File: src/rtl/safe_pkg.sv
// Shared definitions for the digital safe: state encoding and keypad codes.
package safe_pkg;

  typedef enum logic [3:0] {
    IDLE    = 4'd0,
    INPUT   = 4'd1,
    CHECK   = 4'd2,
    OPEN    = 4'd3,
    FAIL    = 4'd4,
    LOCKOUT = 4'd5,
    SETPW   = 4'd6
  } state_t;

  localparam logic [3:0] KEY_CLR = 4'hC;
  localparam logic [3:0] KEY_ENT = 4'hE;
  localparam logic [3:0] KEY_SET = 4'hF;

endpackage

File: src/rtl/safe_countdown.sv
// Loadable min:sec down-counter; expire strobes on the tick that reaches 0:00.
module safe_countdown (
  input  logic       clk,
  input  logic       rst,
  input  logic       load,
  input  logic [5:0] load_min,
  input  logic [5:0] load_sec,
  input  logic       tick,
  output logic [5:0] min,
  output logic [5:0] sec,
  output logic       expire
);

  assign expire = tick && (min == '0) && (sec == 6'd1);

  always_ff @(posedge clk or negedge rst) begin
    if (!rst) begin
      min <= '0;
      sec <= '0;
    end else if (load) begin
      min <= load_min;
      sec <= load_sec;
    end else if (tick && ((min != '0) || (sec != '0))) begin
      if (sec == '0) begin
        min <= min - 6'd1;
        sec <= 6'd59;
      end else begin
        sec <= sec - 6'd1;
      end
    end
  end

endmodule

File: src/rtl/safe_control_fsm.sv
// Safe sequencer: password, attempt counter, digit entry and countdown timers.
module safe_control_fsm
  import safe_pkg::*;
#(
  parameter int unsigned MAX_CHANCE   = 3,
  parameter logic [15:0] DEFAULT_PW   = 16'h1234,
  parameter int unsigned INPUT_TO_SEC = 30,
  parameter int unsigned OPEN_SEC     = 10,
  parameter int unsigned FAIL_SEC     = 2,
  parameter int unsigned LOCK_MIN     = 1,
  parameter int unsigned LOCK_SEC     = 0
) (
  input  logic        clk,
  input  logic        rst,
  input  logic        tick_1hz,
  input  logic        key_valid,
  input  logic [3:0]  key_code,
  output logic [3:0]  state,
  output logic [3:0]  chance_count,
  output logic [15:0] input_data,
  output logic [5:0]  timer_min,
  output logic [5:0]  timer_sec,
  output logic        pw_updated
);

  state_t      state_q, state_d;
  logic [3:0]  chance_q, chance_d, chance_dec;
  logic [15:0] data_q, data_d, pw_q, pw_d;
  logic [2:0]  cnt_q, cnt_d;
  logic        upd_q, upd_d;
  logic        is_digit, is_clr, is_ent, is_set, key_used;
  logic        load, expire;
  logic [5:0]  load_min, load_sec;

  assign is_digit   = key_valid && (key_code <= 4'd9);
  assign is_clr     = key_valid && (key_code == KEY_CLR);
  assign is_ent     = key_valid && (key_code == KEY_ENT);
  assign is_set     = key_valid && (key_code == KEY_SET);
  assign chance_dec = chance_q - 4'd1;

  // A key that is acted on swallows a coincident tick; ignored keys let it through.
  always_comb begin
    key_used = 1'b0;
    case (state_q)
      IDLE:         key_used = is_digit;
      INPUT, SETPW: key_used = (is_digit && (cnt_q < 3'd4)) || is_clr ||
                               (is_ent && (cnt_q == 3'd4));
      OPEN:         key_used = is_ent || is_set;
      default:      key_used = 1'b0;
    endcase
  end

  safe_countdown u_countdown (
    .clk      (clk),
    .rst      (rst),
    .load     (load),
    .load_min (load_min),
    .load_sec (load_sec),
    .tick     (tick_1hz && !key_used),
    .min      (timer_min),
    .sec      (timer_sec),
    .expire   (expire)
  );

  always_ff @(posedge clk or negedge rst) begin
    if (!rst) begin
      state_q  <= IDLE;
      chance_q <= 4'(MAX_CHANCE);
      data_q   <= '0;
      cnt_q    <= '0;
      pw_q     <= DEFAULT_PW;
      upd_q    <= 1'b0;
    end else begin
      state_q  <= state_d;
      chance_q <= chance_d;
      data_q   <= data_d;
      cnt_q    <= cnt_d;
      pw_q     <= pw_d;
      upd_q    <= upd_d;
    end
  end

  always_comb begin
    state_d  = state_q;
    chance_d = chance_q;
    data_d   = data_q;
    cnt_d    = cnt_q;
    pw_d     = pw_q;
    upd_d    = 1'b0;
    load     = 1'b0;
    load_min = '0;
    load_sec = '0;
    case (state_q)
      IDLE: if (is_digit) begin
        state_d  = INPUT;
        data_d   = {12'h000, key_code};
        cnt_d    = 3'd1;
        load     = 1'b1;
        load_sec = 6'(INPUT_TO_SEC);
      end
      INPUT, SETPW: begin
        if (is_digit && (cnt_q < 3'd4)) begin
          data_d   = {data_q[11:0], key_code};
          cnt_d    = cnt_q + 3'd1;
          load     = 1'b1;
          load_sec = 6'(INPUT_TO_SEC);
        end else if (is_clr) begin
          data_d   = '0;
          cnt_d    = '0;
          load     = 1'b1;
          load_sec = 6'(INPUT_TO_SEC);
        end else if (is_ent && (cnt_q == 3'd4)) begin
          if (state_q == INPUT) begin
            state_d = CHECK;
          end else begin
            pw_d     = data_q;
            upd_d    = 1'b1;
            state_d  = OPEN;
            data_d   = '0;
            cnt_d    = '0;
            load     = 1'b1;
            load_sec = 6'(OPEN_SEC);
          end
        end else if (expire) begin
          state_d = IDLE;
          data_d  = '0;
          cnt_d   = '0;
        end
      end
      CHECK: begin
        data_d = '0;
        cnt_d  = '0;
        load   = 1'b1;
        if (data_q == pw_q) begin
          state_d  = OPEN;
          chance_d = 4'(MAX_CHANCE);
          load_sec = 6'(OPEN_SEC);
        end else begin
          chance_d = chance_dec;
          if (chance_dec == '0) begin
            state_d  = LOCKOUT;
            load_min = 6'(LOCK_MIN);
            load_sec = 6'(LOCK_SEC);
          end else begin
            state_d  = FAIL;
            load_sec = 6'(FAIL_SEC);
          end
        end
      end
      FAIL: if (expire) state_d = IDLE;
      OPEN: begin
        if (is_ent) begin
          state_d = IDLE;
          load    = 1'b1;
        end else if (is_set) begin
          state_d  = SETPW;
          data_d   = '0;
          cnt_d    = '0;
          load     = 1'b1;
          load_sec = 6'(INPUT_TO_SEC);
        end else if (expire) begin
          state_d = IDLE;
        end
      end
      LOCKOUT: if (expire) begin
        state_d  = IDLE;
        chance_d = 4'(MAX_CHANCE);
      end
      default: state_d = IDLE;
    endcase
  end

  assign state        = state_q;
  assign chance_count = chance_q;
  assign input_data   = data_q;
  assign pw_updated   = upd_q;

endmodule

File: config.mk
export PLATFORM = sky130hd
export DESIGN_NAME = safe_control_fsm
export DESIGN_NICKNAME = d
export VERILOG_FILES = /design/src/rtl/safe_pkg.sv /design/src/rtl/safe_countdown.sv /design/src/rtl/safe_control_fsm.sv
export SDC_FILE = /design/constraint.sdc
export NUM_CORES = 1
export LEC_CHECK = 0
export ABC_AREA = 1
export CORE_ASPECT_RATIO = 1.4
export CORE_UTILIZATION = 36
export DETAILED_ROUTE_END_ITERATION = 10
export PLACE_DENSITY = 0.6
export REMOVE_ABC_BUFFERS = 1
export SETUP_SLACK_MARGIN = 0.05
export SKIP_CTS_REPAIR_TIMING = 1
export SLEW_MARGIN = 15
export SYNTH_ARGS = -nofsm -noshare
export SYNTH_HDL_FRONTEND = slang
export SYNTH_HIERARCHICAL = 1
export SYNTH_SLANG_ARGS = --single-unit
File: constraint.sdc
create_clock -name clk -period 3.4 [get_ports clk]
set_input_delay 1.02 -clock clk [delete_from_list [all_inputs] [get_ports clk]]
set_output_delay 1.02 -clock clk [all_outputs]
set_load 0.005 [all_outputs]
==> flow_metrics.env <==
export IMPL_outcome="complete, but fails checks"
export IMPL_violations="design-rule violations"
export IMPL_start_util_pct=37.41
export IMPL_ys_ff_latch=56
export IMPL_power_density_mw_per_mm2=577.9
export IMPL_yosys_area_top_type="dfrtp_1"
export IMPL_fin_ws_ns=0.4171
export IMPL_grt_max_degree=34
export IMPL_dieWidth_um=84.33
export IMPL_intPower_uw=1522
export IMPL_fmax_ghz=0.3352
export IMPL_fin_skew_ns=0.004920
export IMPL_ir_worst_vdd_uv=394.0
export IMPL_vias=3222
export IMPL_diodes=0
export IMPL_hold_viol=0
export IMPL_design_area_mm2=0.004327
export IMPL_gp_congestion=0.9123
export IMPL_nNetsFinal=570
export IMPL_syn2layout_area_growth_pct=26.67
export IMPL_grt_pass1_wl_um=14130
export IMPL_firstDrtPassIters=11
export IMPL_worstPathMaxFanout=12
export IMPL_cellLeakagePower_uw=0.002151
export IMPL_routedWlPerCell_um=12.87
export IMPL_cp_arrival_ns=3.17
export IMPL_power_switching_uw=978.8
export IMPL_drt_iter0_drc=178
export IMPL_tightest_slew_ns=0.5665
export IMPL_ios=45
export IMPL_cts_sinks=56
export IMPL_cts_tree="yes"
export IMPL_die_area_mm2=0.009888
export IMPL_antenna_found_initial=0
export IMPL_synth_area_leaders="dfrtp_1 (36%), nand2_1 (20%), inv_1 (6.6%)"
export IMPL_synth_avg_cell_area_um2=7.072
export IMPL_post_dp_hpwl_um=6368
export IMPL_drc_errors=3
export IMPL_dp_slack_ns=-0.2771
export IMPL_synth_cell_area_mm2=0.003416
export IMPL_placed_cells=652
export IMPL_p_comb_share_pct=41.7
export IMPL_cts_root_buffer="clkbuf_16"
export IMPL_clock_latency_ns=0.29
export IMPL_finalCriticalPeriod_ns=2.983
export IMPL_worstPathRequired_ns=3.59
export IMPL_crit_path_end_kind="flop"
export IMPL_drive_above_1_share_pct=13.72
export IMPL_maxCapViolCount=0
export IMPL_swShare_pct=39.14
export IMPL_core_area_mm2=0.009131
export IMPL_report_final_slew_viol_count=0
export IMPL_pwr_share_seq_pct=37.2
export IMPL_via_per_inst=4.874
export IMPL_holdCritPathClass="reg -> reg"
export IMPL_synth_top_flop_cell="dfrtp_1"
export IMPL_dieHeight_um=117.3
export IMPL_fin_crit_sh_pct=87.73
export IMPL_setup_viol=0
export IMPL_clk_pin_slew_ns=0.08
export IMPL_syn_inst=483
export IMPL_grt_pass1_vias=3131
export IMPL_ys_types=36
export IMPL_path_class="in -> reg"
export IMPL_yosysWarnings=6
export IMPL_rows=41
export IMPL_netlist_area_leader_share_pct=35.90
export IMPL_fin_cells=661
export IMPL_grt_setup_unrepaired="no"
export IMPL_ant_nets=0
export IMPL_cts_buffers=5
export IMPL_wl_um=8505
export IMPL_synthArstFlopShare_pct=100.0
export IMPL_synth_edf_count=0
export IMPL_pwr_share_clk_pct=21.2
export IMPL_port_buffer_count=44
export IMPL_max_slew_margin_rel_pct=62.24
export IMPL_fin_util_pct=47.38
export IMPL_grt_util_all_layers_pct=17.97
export IMPL_critPathLaunchType="input pin"
export IMPL_grt_overflow=0
export IMPL_cts_path_max_buffers=2
export IMPL_yosysSeqAreaShare_pct=41.28
export IMPL_dpl_instance_area_mm2=0.004098
export IMPL_cts_htree_levels=2
stage by stage:
stage               total power, µW  hold slack (ns)  setup TNS (ns)
floorplan                      1531           0.4645               0
global route                   2715           0.5273               0
finish                         2500           0.5013               0
detailed placement             1959           0.4947          -5.822
global placement               1951           0.4861          -2.454
CTS                            2504           0.5062               0
power groups by stage:
stage               combinational (µW)  clock [µW]  sequential [µW]
global placement                  1010           0              940
CTS                               1020         550              933
floorplan                          617           0              914
global route                      1190         571              952
detailed placement                1020           0              943
finish                            1040         529              930
sequential cells by signal, summed over array words and instances (netlist names):
register         cells
u_countdown/sec      6
cnt_q                3
u_countdown/min      6
pw_q                16
pw_updated           1
input_data          16
chance_count         4
state                4
placed cells by master (no fill, tap or decap), types with 5 or more instances in the layout:
cell type        instances
buf_4                   19
clkbuf_16                5
clkdlybuf4s50_1         38
conb_1                   8
dfrtp_1                 49
dfstp_2                  7
dlymetal6s2s_1           5
ha_1                     9
inv_1                   60
inv_2                    5
nand2_1                178
nand2_2                 10
nand3_1                 37
nand4_1                  5
nor2_1                  34
o21ai_0                 30
o21ai_1                 13
synthesized netlist by cell type, types with 2 or more instances:
cell / number
a21oi_1: 3
buf_6: 2
clkbuf_1: 5
dfrtp_1: 49
dfstp_2: 7
ha_1: 9
inv_1: 60
inv_2: 5
nand2_1: 182
nand2_2: 7
nand2_4: 2
nand3_1: 38
nand4_1: 5
nor2_1: 34
nor2_2: 2
nor2_4: 4
nor3_1: 2
o21ai_0: 31
o21ai_1: 12
o21ai_2: 4
or2_2: 4
xnor2_1: 2
per-layer routing:
layer	wire [µm]	vias up	part of all wire, %	track usage (%)
li1	-	1639	-	-
met1	3478	1507	41	19.35
met2	4568	61	54	35.25
met3	265	15	3.1	2.735
met4	193	0	2.3	7.126
met5	0	-	0	0
logic make-up (layout without fill, tap and decap cells):
kind of cell | after synthesis | in the layout | synth area share, %
buffers and inverters | 74 | 137 | 8.901
AO/OA/AOI/OAI | 53 | 53 | 8.608
adder cells (fa/ha/maj) | 9 | 9 | 3.297
flip-flops | 56 | 56 | 41.28
XOR/XNOR | 3 | 3 | 0.7694
AND/OR/NAND/NOR | 287 | 288 | 37.03
other | 1 | 8 | 0.1098
cell type report:
| cell class | instances | area, µm² |
|---|---|---|
| Timing Repair Buffer | 63 | 590.6 |
| Fill cell | 921 | 4805 |
| Clock buffer | 5 | 125.1 |
| Tap cell | 107 | 133.9 |
| Sequential cell | 56 | 1410 |
| Clock inverter | 3 | 22.52 |
| Multi-Input combinational cell | 361 | 1797 |
| Inverter | 66 | 247.7 |
critical path: stages:
cell	delay [ns]
dlymetal6s2s_1	0.17
nand2_2	0.09
nor3_1	0.04
and2_1	0.15
o21ai_1	0.18
nand2_1	0.15
nor4_4	0.32
nand4_1	0.15
nor3_2	0.23
inv_1	0.10
nand3_1	0.09
nand2_1	0.08
nand2_4	0.14
nand2_8	0.10
nand2_1	0.11
o21ai_2	0.05
final timing paths:
check,start,end,cells after the start,slack [ns]
max,key_code[3],input_data[1],16,0.42
min,pw_q[5],pw_q[5],2,0.50
max reg2reg,state[0],input_data[1],15,0.77
min reg2reg,pw_q[5],pw_q[5],2,0.50
max in group asynchronous,rst,chance_count[1],2,1.98
min in group asynchronous,rst,input_data[15],1,0.71
No activity file was read; power rests on OpenSTA's default activity.
